--- src/rtl/decoder_scan_pkg.sv ---
`default_nettype none
// ============================================================================
// Module      : decoder_scan_pkg
// Description : Shared definitions for the decoder scan sequencer: scan state
//               enum, default widths and the next-unmasked-index helper.
//               The skip-mask feature (macro DECODER_SCAN_SKIP_EN) relies on
//               next_unmasked(); without it the mask is simply all zeros.
// Revision    : 1.0 - initial release
// ============================================================================
package decoder_scan_pkg;

    localparam int SEL_W_DEF = 3;
    localparam int DIV_W_DEF = 8;

    // Largest index width the helper below can serve. Masks are passed
    // zero-extended to this size so one function covers every SEL_W.
    localparam int MAX_SEL_W = 8;
    localparam int MASK_MAX  = 2 ** MAX_SEL_W;

    typedef enum logic [0:0] {
        ST_IDLE = 1'b0,
        ST_RUN  = 1'b1
    } scan_state_e;

    // Returns the first index after 'cur' (in the given direction, modulo n)
    // whose mask bit is clear. The search covers n steps, so 'cur' itself is
    // the final candidate; an all-ones mask returns 'cur' unchanged.
    function automatic int next_unmasked(
        input int                  cur,
        input logic                down,
        input logic [MASK_MAX-1:0] mask,
        input int                  n
    );
        int   idx;
        int   res;
        logic found;
        res   = cur;
        found = 1'b0;
        for (int k = 1; k <= MASK_MAX; k++) begin
            if (!found && (k <= n)) begin
                idx = down ? ((cur + n - k) % n) : ((cur + k) % n);
                if (!mask[idx[MAX_SEL_W-1:0]]) begin
                    res   = idx;
                    found = 1'b1;
                end
            end
        end
        return res;
    endfunction

endpackage
`default_nettype wire

--- src/rtl/decoder_scan_ctrl_if.sv ---
`default_nettype none
// ============================================================================
// Module      : decoder_scan_ctrl_if
// Description : Control/status bundle between a host (master) and the scan
//               sequencer (slave).
//               master -> slave : start, stop, mode_down, one_shot, div,
//                                 skip_mask (only with DECODER_SCAN_SKIP_EN)
//               slave -> master : sel, sel_valid, busy, done
// Revision    : 1.0 - initial release
// ============================================================================
interface decoder_scan_ctrl_if
    import decoder_scan_pkg::*;
#(
    parameter int SEL_W = SEL_W_DEF,
    parameter int DIV_W = DIV_W_DEF
) ();

    logic             start;
    logic             stop;
    logic             mode_down;
    logic             one_shot;
    logic [DIV_W-1:0] div;
`ifdef DECODER_SCAN_SKIP_EN
    logic [(2**SEL_W)-1:0] skip_mask;
`endif
    logic [SEL_W-1:0] sel;
    logic             sel_valid;
    logic             busy;
    logic             done;

    modport master (
        output start, stop, mode_down, one_shot, div,
`ifdef DECODER_SCAN_SKIP_EN
        output skip_mask,
`endif
        input  sel, sel_valid, busy, done
    );

    modport slave (
        input  start, stop, mode_down, one_shot, div,
`ifdef DECODER_SCAN_SKIP_EN
        input  skip_mask,
`endif
        output sel, sel_valid, busy, done
    );

endinterface
`default_nettype wire

--- src/rtl/scan_dwell_counter.sv ---
`default_nettype none
// ============================================================================
// Module      : scan_dwell_counter
// Description : Dwell timer for the scan sequencer. clr_i zeroes the count and
//               captures limit_i; while en_i is high the count advances and
//               expire_o is high in the cycle the count equals the captured
//               limit, at which point the count wraps to zero.
// Ports       : clk, rst_n (async, active-low), clr_i, en_i,
//               limit_i[DIV_W], expire_o
// Revision    : 1.0 - initial release
// ============================================================================
module scan_dwell_counter
    import decoder_scan_pkg::*;
#(
    parameter int DIV_W = DIV_W_DEF
) (
    input  wire logic             clk,
    input  wire logic             rst_n,
    input  wire logic             clr_i,
    input  wire logic             en_i,
    input  wire logic [DIV_W-1:0] limit_i,
    output logic                  expire_o
);

    logic [DIV_W-1:0] cnt_q,   cnt_d;
    logic [DIV_W-1:0] limit_q, limit_d;
    logic             w_hit;

    // Combinational so the index steps at the end of the last dwell cycle;
    // div=0 therefore moves the index every cycle.
    assign w_hit    = en_i && (cnt_q == limit_q);
    assign expire_o = w_hit;

    always_comb begin
        cnt_d   = cnt_q;
        limit_d = limit_q;
        if (clr_i) begin
            cnt_d   = '0;
            limit_d = limit_i;
        end else if (en_i) begin
            cnt_d = w_hit ? '0 : (cnt_q + DIV_W'(1));
        end
    end

    always_ff @(posedge clk or negedge rst_n) begin
        if (!rst_n) begin
            cnt_q   <= '0;
            limit_q <= '0;
        end else begin
            cnt_q   <= cnt_d;
            limit_q <= limit_d;
        end
    end

endmodule
`default_nettype wire

--- src/rtl/decoder_scan_ctrl.sv ---
`default_nettype none
// ============================================================================
// Module      : decoder_scan_ctrl
// Description : Drives the select input of a 2**SEL_W-output decoder, stepping
//               a registered index up or down at a dwell of div+1 cycles, in
//               continuous or one-shot mode with start/stop control.
//               Optional macro DECODER_SCAN_SKIP_EN adds skip_mask: masked
//               indices are never presented.
// Ports       : clk, rst_n (async, active-low), bus (decoder_scan_ctrl_if
//               slave: start, stop, mode_down, one_shot, div, [skip_mask],
//               sel, sel_valid, busy, done)
// Revision    : 1.0 - initial release
// ============================================================================
module decoder_scan_ctrl
    import decoder_scan_pkg::*;
#(
    parameter int SEL_W = SEL_W_DEF,
    parameter int DIV_W = DIV_W_DEF
) (
    input  wire logic            clk,
    input  wire logic            rst_n,
    decoder_scan_ctrl_if.slave   bus
);

    localparam int N = 2 ** SEL_W;

    scan_state_e       state_q, state_d;
    logic [SEL_W-1:0]  sel_q,   sel_d;
    logic              done_q,  done_d;
    logic              down_q;
    logic              one_shot_q;

    logic [N-1:0]        w_mask_live;
    logic [N-1:0]        w_mask_run;
    logic [MASK_MAX-1:0] w_mask_live_ext;
    logic [MASK_MAX-1:0] w_mask_run_ext;
    logic                w_all_masked;
    logic                w_launch;
    logic                w_running;
    logic                w_expire;
    logic [SEL_W-1:0]    w_first;
    logic [SEL_W-1:0]    w_next;
    logic [SEL_W-1:0]    w_last;

`ifdef DECODER_SCAN_SKIP_EN
    logic [N-1:0] mask_q;

    always_ff @(posedge clk or negedge rst_n) begin
        if (!rst_n) begin
            mask_q <= '0;
        end else if (w_launch) begin
            mask_q <= bus.skip_mask;
        end
    end

    assign w_mask_live = bus.skip_mask;
    assign w_mask_run  = mask_q;
`else
    assign w_mask_live = '0;
    assign w_mask_run  = '0;
`endif

    always_comb begin
        w_mask_live_ext        = '0;
        w_mask_run_ext         = '0;
        w_mask_live_ext[N-1:0] = w_mask_live;
        w_mask_run_ext[N-1:0]  = w_mask_run;
    end

    assign w_all_masked = &w_mask_live;
    assign w_running    = (state_q == ST_RUN);
    assign w_launch     = (state_q == ST_IDLE) && bus.start && !bus.stop && !w_all_masked;

    // First index is found by searching forward from the position just
    // "before" the start of the range; the last index is the first one found
    // when searching in the opposite direction from the range start.
    assign w_first = SEL_W'(next_unmasked(bus.mode_down ? 0 : N - 1, bus.mode_down,
                                          w_mask_live_ext, N));
    assign w_last  = SEL_W'(next_unmasked(down_q ? N - 1 : 0, !down_q,
                                          w_mask_run_ext, N));
    assign w_next  = SEL_W'(next_unmasked(int'(sel_q), down_q, w_mask_run_ext, N));

    scan_dwell_counter #(
        .DIV_W    (DIV_W)
    ) u_dwell (
        .clk      (clk),
        .rst_n    (rst_n),
        .clr_i    (w_launch),
        .en_i     (w_running),
        .limit_i  (bus.div),
        .expire_o (w_expire)
    );

    always_comb begin
        state_d = state_q;
        sel_d   = sel_q;
        done_d  = 1'b0;
        case (state_q)
            ST_IDLE: begin
                if (w_launch) begin
                    state_d = ST_RUN;
                    sel_d   = w_first;
                end
            end
            ST_RUN: begin
                // stop takes priority, including over one-shot completion,
                // so an aborted pass never reports done.
                if (bus.stop) begin
                    state_d = ST_IDLE;
                    sel_d   = '0;
                end else if (w_expire) begin
                    if (one_shot_q && (sel_q == w_last)) begin
                        state_d = ST_IDLE;
                        sel_d   = '0;
                        done_d  = 1'b1;
                    end else begin
                        sel_d = w_next;
                    end
                end
            end
            default: begin
                state_d = ST_IDLE;
                sel_d   = '0;
            end
        endcase
    end

    always_ff @(posedge clk or negedge rst_n) begin
        if (!rst_n) begin
            state_q    <= ST_IDLE;
            sel_q      <= '0;
            done_q     <= 1'b0;
            down_q     <= 1'b0;
            one_shot_q <= 1'b0;
        end else begin
            state_q <= state_d;
            sel_q   <= sel_d;
            done_q  <= done_d;
            if (w_launch) begin
                down_q     <= bus.mode_down;
                one_shot_q <= bus.one_shot;
            end
        end
    end

    assign bus.sel       = sel_q;
    assign bus.sel_valid = w_running;
    assign bus.busy      = w_running;
    assign bus.done      = done_q;

endmodule
`default_nettype wire

--- src/flat_wrapper.sv ---
// flat-port wrapper written by rule: the top's interface ports become plain ports
module decoder_scan_ctrl_flat import decoder_scan_pkg::*;
#(
    parameter int SEL_W = SEL_W_DEF,
    parameter int DIV_W = DIV_W_DEF
)
  (clk, rst_n, bus_start, bus_stop, bus_mode_down, bus_one_shot, bus_div, bus_sel, bus_sel_valid, bus_busy, bus_done);
  decoder_scan_ctrl_if #(.SEL_W(SEL_W), .DIV_W(DIV_W)) bus_i ();
  input  wire logic clk;
  input  wire logic rst_n;
  input wire logic [$bits(bus_i.start)-1:0] bus_start;
  input wire logic [$bits(bus_i.stop)-1:0] bus_stop;
  input wire logic [$bits(bus_i.mode_down)-1:0] bus_mode_down;
  input wire logic [$bits(bus_i.one_shot)-1:0] bus_one_shot;
  input wire logic [$bits(bus_i.div)-1:0] bus_div;
  output wire logic [$bits(bus_i.sel)-1:0] bus_sel;
  output wire logic [$bits(bus_i.sel_valid)-1:0] bus_sel_valid;
  output wire logic [$bits(bus_i.busy)-1:0] bus_busy;
  output wire logic [$bits(bus_i.done)-1:0] bus_done;
  assign bus_i.start = bus_start;
  assign bus_i.stop = bus_stop;
  assign bus_i.mode_down = bus_mode_down;
  assign bus_i.one_shot = bus_one_shot;
  assign bus_i.div = bus_div;
  assign bus_sel = bus_i.sel;
  assign bus_sel_valid = bus_i.sel_valid;
  assign bus_busy = bus_i.busy;
  assign bus_done = bus_i.done;
  decoder_scan_ctrl #(.SEL_W(SEL_W), .DIV_W(DIV_W)) u_core (.clk(clk), .rst_n(rst_n), .bus(bus_i));
endmodule
--- config.mk ---
export PLATFORM = sky130hd
export DESIGN_NAME = decoder_scan_ctrl_flat
export DESIGN_NICKNAME = d
export VERILOG_FILES = /design/src/rtl/decoder_scan_pkg.sv /design/src/rtl/decoder_scan_ctrl_if.sv /design/src/rtl/scan_dwell_counter.sv /design/src/rtl/decoder_scan_ctrl.sv /design/src/flat_wrapper.sv
export SDC_FILE = /design/constraint.sdc
export NUM_CORES = 1
export LEC_CHECK = 0
export ABC_AREA = 1
export CAP_MARGIN = 0
export CELL_PAD_IN_SITES_DETAIL_PLACEMENT = 0
export CELL_PAD_IN_SITES_GLOBAL_PLACEMENT = 1
export CORE_ASPECT_RATIO = 1.2
export CORE_UTILIZATION = 41
export CTS_CLUSTER_DIAMETER = 50
export DETAILED_ROUTE_END_ITERATION = 12
export GPL_TIMING_DRIVEN = 1
export PLACE_DENSITY = 0.91
export SLEW_MARGIN = 5
export SYNTH_ARGS = -nofsm -noshare
export SYNTH_HDL_FRONTEND = slang
export SYNTH_SLANG_ARGS = --single-unit
--- constraint.sdc ---
create_clock -name clk -period 2.5 [get_ports clk]
set_input_delay 0.625 -clock clk [delete_from_list [all_inputs] [get_ports clk]]
set_output_delay 0.625 -clock clk [all_outputs]
set_load 0.02 [all_outputs]
# After elaboration in Yosys (flattened, before gate mapping)
# Memory sizes are Yosys's and may differ from the RTL's.
# Index checks and enable logic that the tools add are counted.
# totals
mem_count	24
reg_bits	23
rom_bits	6144
output_inout_bits	6
latchBits	0
word_cells	363
mem_bits_rw	0
input_bits	14
# mem_list
name	depth	word_bits	rd	rd_ports_with_merged_regs	wr	line	source
(name not given)	256	1	1	0	0	decoder_scan_pkg.sv:42	if (!mask[idx[MAX_SEL_W-1:0]]) begin
(name not given)	256	1	1	0	0	decoder_scan_pkg.sv:42	
(name not given)	256	1	1	0	0	decoder_scan_pkg.sv:42	
(name not given)	256	1	1	0	0	decoder_scan_pkg.sv:42	
(name not given)	256	1	1	0	0	decoder_scan_pkg.sv:42	
(name not given)	256	1	1	0	0	decoder_scan_pkg.sv:42	
18 more memories	n/a	n/a	n/a	n/a	n/a	n/a	
# classes
add_sub_neg	49
multipliers	0
div	0
magnitude_cmp	24
reduce_logical	55
n_mux	151
n_eq_ne	4
shifts	0
n_bitwise	49
# op_table
cell	n
$sub 32x4->32 const B	12
$add 32x4->32 const B	8
$lt 8x9->1 const B	24
$mux 8	27
$sub 32x3->32 const B	6
$mux 3	51
$reduce_or 3->1	48
$add 32x3->32 const B	4
$sub 32x2->32 const B	3
$sub 32x5->32 const B	3
$mux 1	71
$add 32x2->32 const B	2
$add 32x5->32 const B	2
$and 1x1->1	40
$add 3x3->3 const B	4
$add 8x1->8 const B	1
$and 1x1->1 const A	8
$eq 8x8->1	1
$add 3x2->3 const B	2
$pmux 3 s2	1
$add 3x4->5 const B	1
$logic_and 1x1->1	4
$add 3x1->3 const B	1
$eq 3x3->1	1
7 further kinds	7

# Logic depth before layout (Yosys ltp)
# Gate-level depths: netlist of the first run.
# depth
depth_word	29
ltp_mapped	11
ltp_nobuf	11

# Hierarchy
# From an unflattened synthesis of the first run, not the netlist that was laid out.
# hier_totals
cells_unflattened	178
area_unflattened_um2	1407.6
# modules_own_cells
module	area_each_um2	instances	cells_per_inst	seq_area_each_um2
scan_dwell_counter	897.1	1	113	400.4
decoder_scan_ctrl	510.5	1	65	175.2

# Worst setup path after synthesis of the first run
# OpenSTA, ideal clock, no wires.
# synth_timing
path_kind	register -> register
startpoint	register u_core.sel_q[0], in the netlist u_core.bus.sel[0]
endpoint	register u_core.sel_q[0], in the netlist u_core.bus.sel[0]
required_time_ns	2.435
path_buffers	0
slack_ns	1.028
setup_time_ns	0.065
path_stages_with_launch	10
period_less_slack_ns	1.472
t_arrival_ns	1.407
path_cell_list	dfrtp_1 inv_1 ha_1 nand2_1 inv_1 nand3_1 nand2_1 o21ai_0 nand3_1 nand2_1
# synth_between
elab_chain_len	26
elab_cells_between_ends	106
cone_classes	16 x add/sub; 1 x eq/ne; 48 x mux; 16 x bitwise; 17 x reduce/logical; 8 x memory
# synth_rtl
item	line	source
from (decl)	decoder_scan_ctrl.sv:28	logic [SEL_W-1:0] sel_q, sel_d;
from (signal assigned)	decoder_scan_ctrl.sv:137	sel_q <= sel_d;
$add 3x4->5	decoder_scan_pkg.sv:41	idx = down ? ((cur + n - k) % n) : ((cur + k) % n);
$sub 32x2->32	decoder_scan_pkg.sv:41	
$reduce_or 3->1 (no source line)	n/a	
$and 1x1->1 (no source line)	n/a	
$mux 8	decoder_scan_pkg.sv:41	
$mem_v2 256x1	n/a	
$mux 1 (implied by the code)	decoder_scan_pkg.sv:42	
$mux 3 (2 in series)	decoder_scan_pkg.sv:42	
[... 9 more ...]	n/a	
$mux 3	decoder_scan_pkg.sv:42	
$mux 3	decoder_scan_pkg.sv:40	if (!found && (k <= n)) begin
$mux 3	decoder_scan_pkg.sv:42	
$mux 3	decoder_scan_pkg.sv:40	
$mux 3 (*)	decoder_scan_ctrl.sv:112	if (one_shot_q && (sel_q == w_last)) begin
$mux 3 (*)	decoder_scan_ctrl.sv:111	end else if (w_expire) begin
$mux 3 (*)	decoder_scan_ctrl.sv:108	if (bus.stop) begin
$pmux 3 s2 (*)	decoder_scan_ctrl.sv:98	case (state_q)
# Mark *: on every way between the ends. The rest lies on a longest branch, timed or not. The select of a mux whose other input is x is not followed.
# A chain may end at the register's enable or synchronous reset.

# Worst setup path after layout of the first run
# layout_timing
startpoint	register u_core.state_q, in the netlist u_core.bus.busy
endpoint	output port bus_sel_valid
# layout_rtl
item	line	source
from (decl)	decoder_scan_ctrl.sv:27	scan_state_e state_q, state_d;
from (signal assigned)	decoder_scan_ctrl.sv:136	state_q <= state_d;
to (decl)	flat_wrapper.sv:17	output wire logic [$bits(bus_i.sel_valid)-1:0] bus_sel_valid;
# No word-level cell between the ends.

==> impl_results.md, run 1 <==
- Detailed Routing Iterations Pass 1: 4
- Critical path depth: 1
- Clock power share: 10.5%
- Die width: 52.9 um
- Syn Area/Cell: 7.85 um^2
- Unique cell type count in the Yosys netlist: 21
- Gate power share: 47.3%
- CP Buf/Inv Count: 1
- Family with the most delay on the worst path: buffers and inverters
- Drt initial violations: 14
- Root Buffer: clkbuf_4
- Core area: 2860 um^2
- Slew Limit Fails: 0
- Min cycle time layout: 2180 ps
- DIE AREA: 3330 um^2
- Post-CTS sizing: 0
- Synth cell count leaders: 49 x nand2_1, 23 x dfrtp_1, 23 x inv_1, 15 x o21ai_0, 10 x nand3_1
- Top cell type by total area after synthesis: dfrtp_1
- Remaining global-route overflow: 0
- CTS clk-pin slew, worst paths: 130 ps
- Reg2reg end: u_core.bus.sel[1]$_DFFE_PN0P_
- Primary FF master, synth: dfrtp_1
- Switch share: 44.8%
- Placed Area: 1500 um^2
- Final setup TNS: 0 ps
- Grt met2 use: 32.0%
- Max Clock Freq: 0.458 GHz
- PD cells: 1100 nW/um^2
- DR vias: 1082
- Final Skew: 5.94 ps
- Die H: 63.0 um
- Core Rows: 21
- Crit path from: u_core.bus.busy$_DFF_PN0_
- Worst setup EP type: output pin
- Initial antenna violation count: 0
- Crit path kind: reg -> out
- Register bit count reported by yosys: 23
- Sequential fraction of the synthesis area: 45.2%
- Core Util, Final: 53.3%
- Largest net degree at the start of global routing: 24
- Number of flops mapped to enable cells by yosys: 0
- Layout cells sized above 1: 8.70%
- Pleak: 0.746 nW
- # IOs: 20
- Mapped Cells: 162
- Most numerous cell in the Yosys netlist: nand2_1
- Detailed Place HPWL: 1970 um
- WL per Instance: 11.8 um
- Reg2Reg Depth: 9
- Synthesis-to-finish area growth: 20.1%
- Fin. Hold Viols: 0
- Sequential Power Share: 42.2%
- Cts bufs inserted: 3
- CTS hold repair buffers: 0
- Crit path to: bus_sel_valid
- Met1 usage: 20.8%
- R2r setup slk: 920 ps
- Data arrival, critical path: 1560 ps
- Area of the mapped netlist: 1270 um^2
- Final setup viols: 0
- Max_slew headroom: 77.4%
- Post-route ant nets: 0
- Setup bufs post-CTS: 0
- Ys async rst share: 100%
- Mapped Nets: 181
- Port bufs: 19
- Nets@finish: 204
- Drc violations: 0
- Critical Path Fanout Max: 7
- Via/cell ratio: 4.96
- Sink Count: 23
- CTS Buffer Depth: 2
- Max-cap check violation count: 0
- Top cells by area, synth: dfrtp_1 45%, nand2_1 14%, inv_1 6.8%, o21ai_0 5.9%, ha_1 4.9%
- Post-synth top area share: 45.2%
- Crit-path slowest cell: clkdlybuf4s50_1
- Met3 usage: 2.92%
- Gr usage total: 18.1%
- Worst slew pin tran: 339 ps
- Diodes inserted: 0
- Tcrit/Tclk final: 87.3%
- First-pass GRT wire length: 4450 um
- CP Data Required Time: 1880 ps
- Reg-to-reg critical path startpoint: u_core.down_q$_DFFE_PN0P_
- CTS H-tree depth: 1
- Hold/Removal Path Class: reg -> reg
- Critical-path cell list: clkdlybuf4s50_1
- Run status: finished, final reports clean
- Worst-Skew Late Latency: 320 ps
- Reported net switching power: 0.756 mW
- Yosys warning count: 0
- GRT busiest layer: met2
- Max incr delay on CP: 680 ps
- Cell internal pwr: 0.932 mW
- Vias in the first global route: 1066
- Design area: 1530 um^2
- CTS tree: yes
- RSZ-0062 raised after global routing: no
- Total wire length: 2580 um
- Critical path launch point type: register
- Starting Density: 44.4%
- RePlAce Congestion: 0.806
- Max VDD drop: 0.000614 V
==> state kept, by name, indices dropped and copies added, names as in the netlist <==
signal                  count
u_core.bus.busy             1
u_core.bus.done             1
u_core.bus.sel              3
u_core.down_q               1
u_core.one_shot_q           1
u_core.u_dwell.cnt_q        8
u_core.u_dwell.limit_q      8
==> cells by family after synthesis <==
| kind of cell | share of synthesized area (%) |
|---|---|
| buffers and inverters | 8.65 |
| AO/OA/AOI/OAI | 9.54 |
| AND/OR/NAND/NOR | 25.5 |
| flip-flops | 45.2 |
| XOR/XNOR | 6.20 |
| adder cells (fa/ha/maj) | 4.92 |
==> metrics by stage <==
| stage | setup WS [ps] | hold slack [ps] | std cells | total power, mW |
|---|---|---|---|---|
| floorplan | 1030 | 329 | 162 | 1.28 |
| global placement | 449 | 491 | 214 | 1.50 |
| detailed placement | 415 | 491 | 214 | 1.52 |
| CTS | 308 | 522 | 218 | 1.71 |
| global route | 273 | 538 | 218 | 1.85 |
| finish | 318 | 523 | 218 | 1.69 |
==> cell type report <==
type	count	area [um^2]
fillers	290	1340
multi-input cells	111	587
flip-flops and latches	23	576
repair buffers	20	198
inverters	26	97.6
well taps	34	42.5
clock buffers	3	22.5
clock inverters	1	5.00
==> layout by cell type (no fill, tap or decap), drive strengths merged <==
cell type       n
clkinv          1
nor3            2
nand2          52
o22ai           4
clkbuf          3
buf             1
nor2            8
ha              5
xor2            7
dfrtp          23
inv            26
xnor2           2
nand4           1
nand3          12
a21oi           1
clkdlybuf4s50  19
o21ai          16
o211ai          1
==> power groups by stage <==
stage               logic (mW)  registers [mW]  clock network (mW)
detailed placement       0.806           0.718                   0
global placement         0.784           0.719                   0
global route             0.930           0.733               0.191
CTS                      0.810           0.712               0.184
floorplan                0.573           0.702                   0
finish                   0.798           0.713               0.177
==> metal layers <==
metal  wire, um  share of wire (%)  vias to the layer above
met5          0                  0                        -
met4         39                1.5                        0
met3         69                2.7                        4
met2       1340                 52                       19
met1       1130                 44                      510
li1           -                  -                      549
==> worst min-delay path by stage <==
stage                     slack (ps)                             startpoint  depth (start not counted)                               endpoint
after floorplan                  330                                  rst_n                          0              u_core.bus.busy$_DFF_PN0_
final                            520  u_core.u_dwell.limit_q[2]$_DFFE_PN0P_                          2  u_core.u_dwell.limit_q[2]$_DFFE_PN0P_
after global placement           490          u_core.one_shot_q$_DFFE_PN0P_                          2          u_core.one_shot_q$_DFFE_PN0P_
after global routing             540          u_core.one_shot_q$_DFFE_PN0P_                          2          u_core.one_shot_q$_DFFE_PN0P_
after detailed placement         490  u_core.u_dwell.limit_q[4]$_DFFE_PN0P_                          2  u_core.u_dwell.limit_q[4]$_DFFE_PN0P_
after CTS                        520  u_core.u_dwell.limit_q[4]$_DFFE_PN0P_                          2  u_core.u_dwell.limit_q[4]$_DFFE_PN0P_
Power figures use the tool's default switching activity.
==> run 2: changes to the inputs <==
--- a/config.mk
+++ b/config.mk
@@ -6,6 +6,7 @@
 export NUM_CORES = 1
 export LEC_CHECK = 0
 export ABC_AREA = 1
+export ABC_CLOCK_PERIOD_IN_PS = 2500
 export CAP_MARGIN = 0
 export CELL_PAD_IN_SITES_DETAIL_PLACEMENT = 0
 export CELL_PAD_IN_SITES_GLOBAL_PLACEMENT = 1
==> results of run 2 <==
The final DEF is identical to that of run 1; final timing and power are the same.
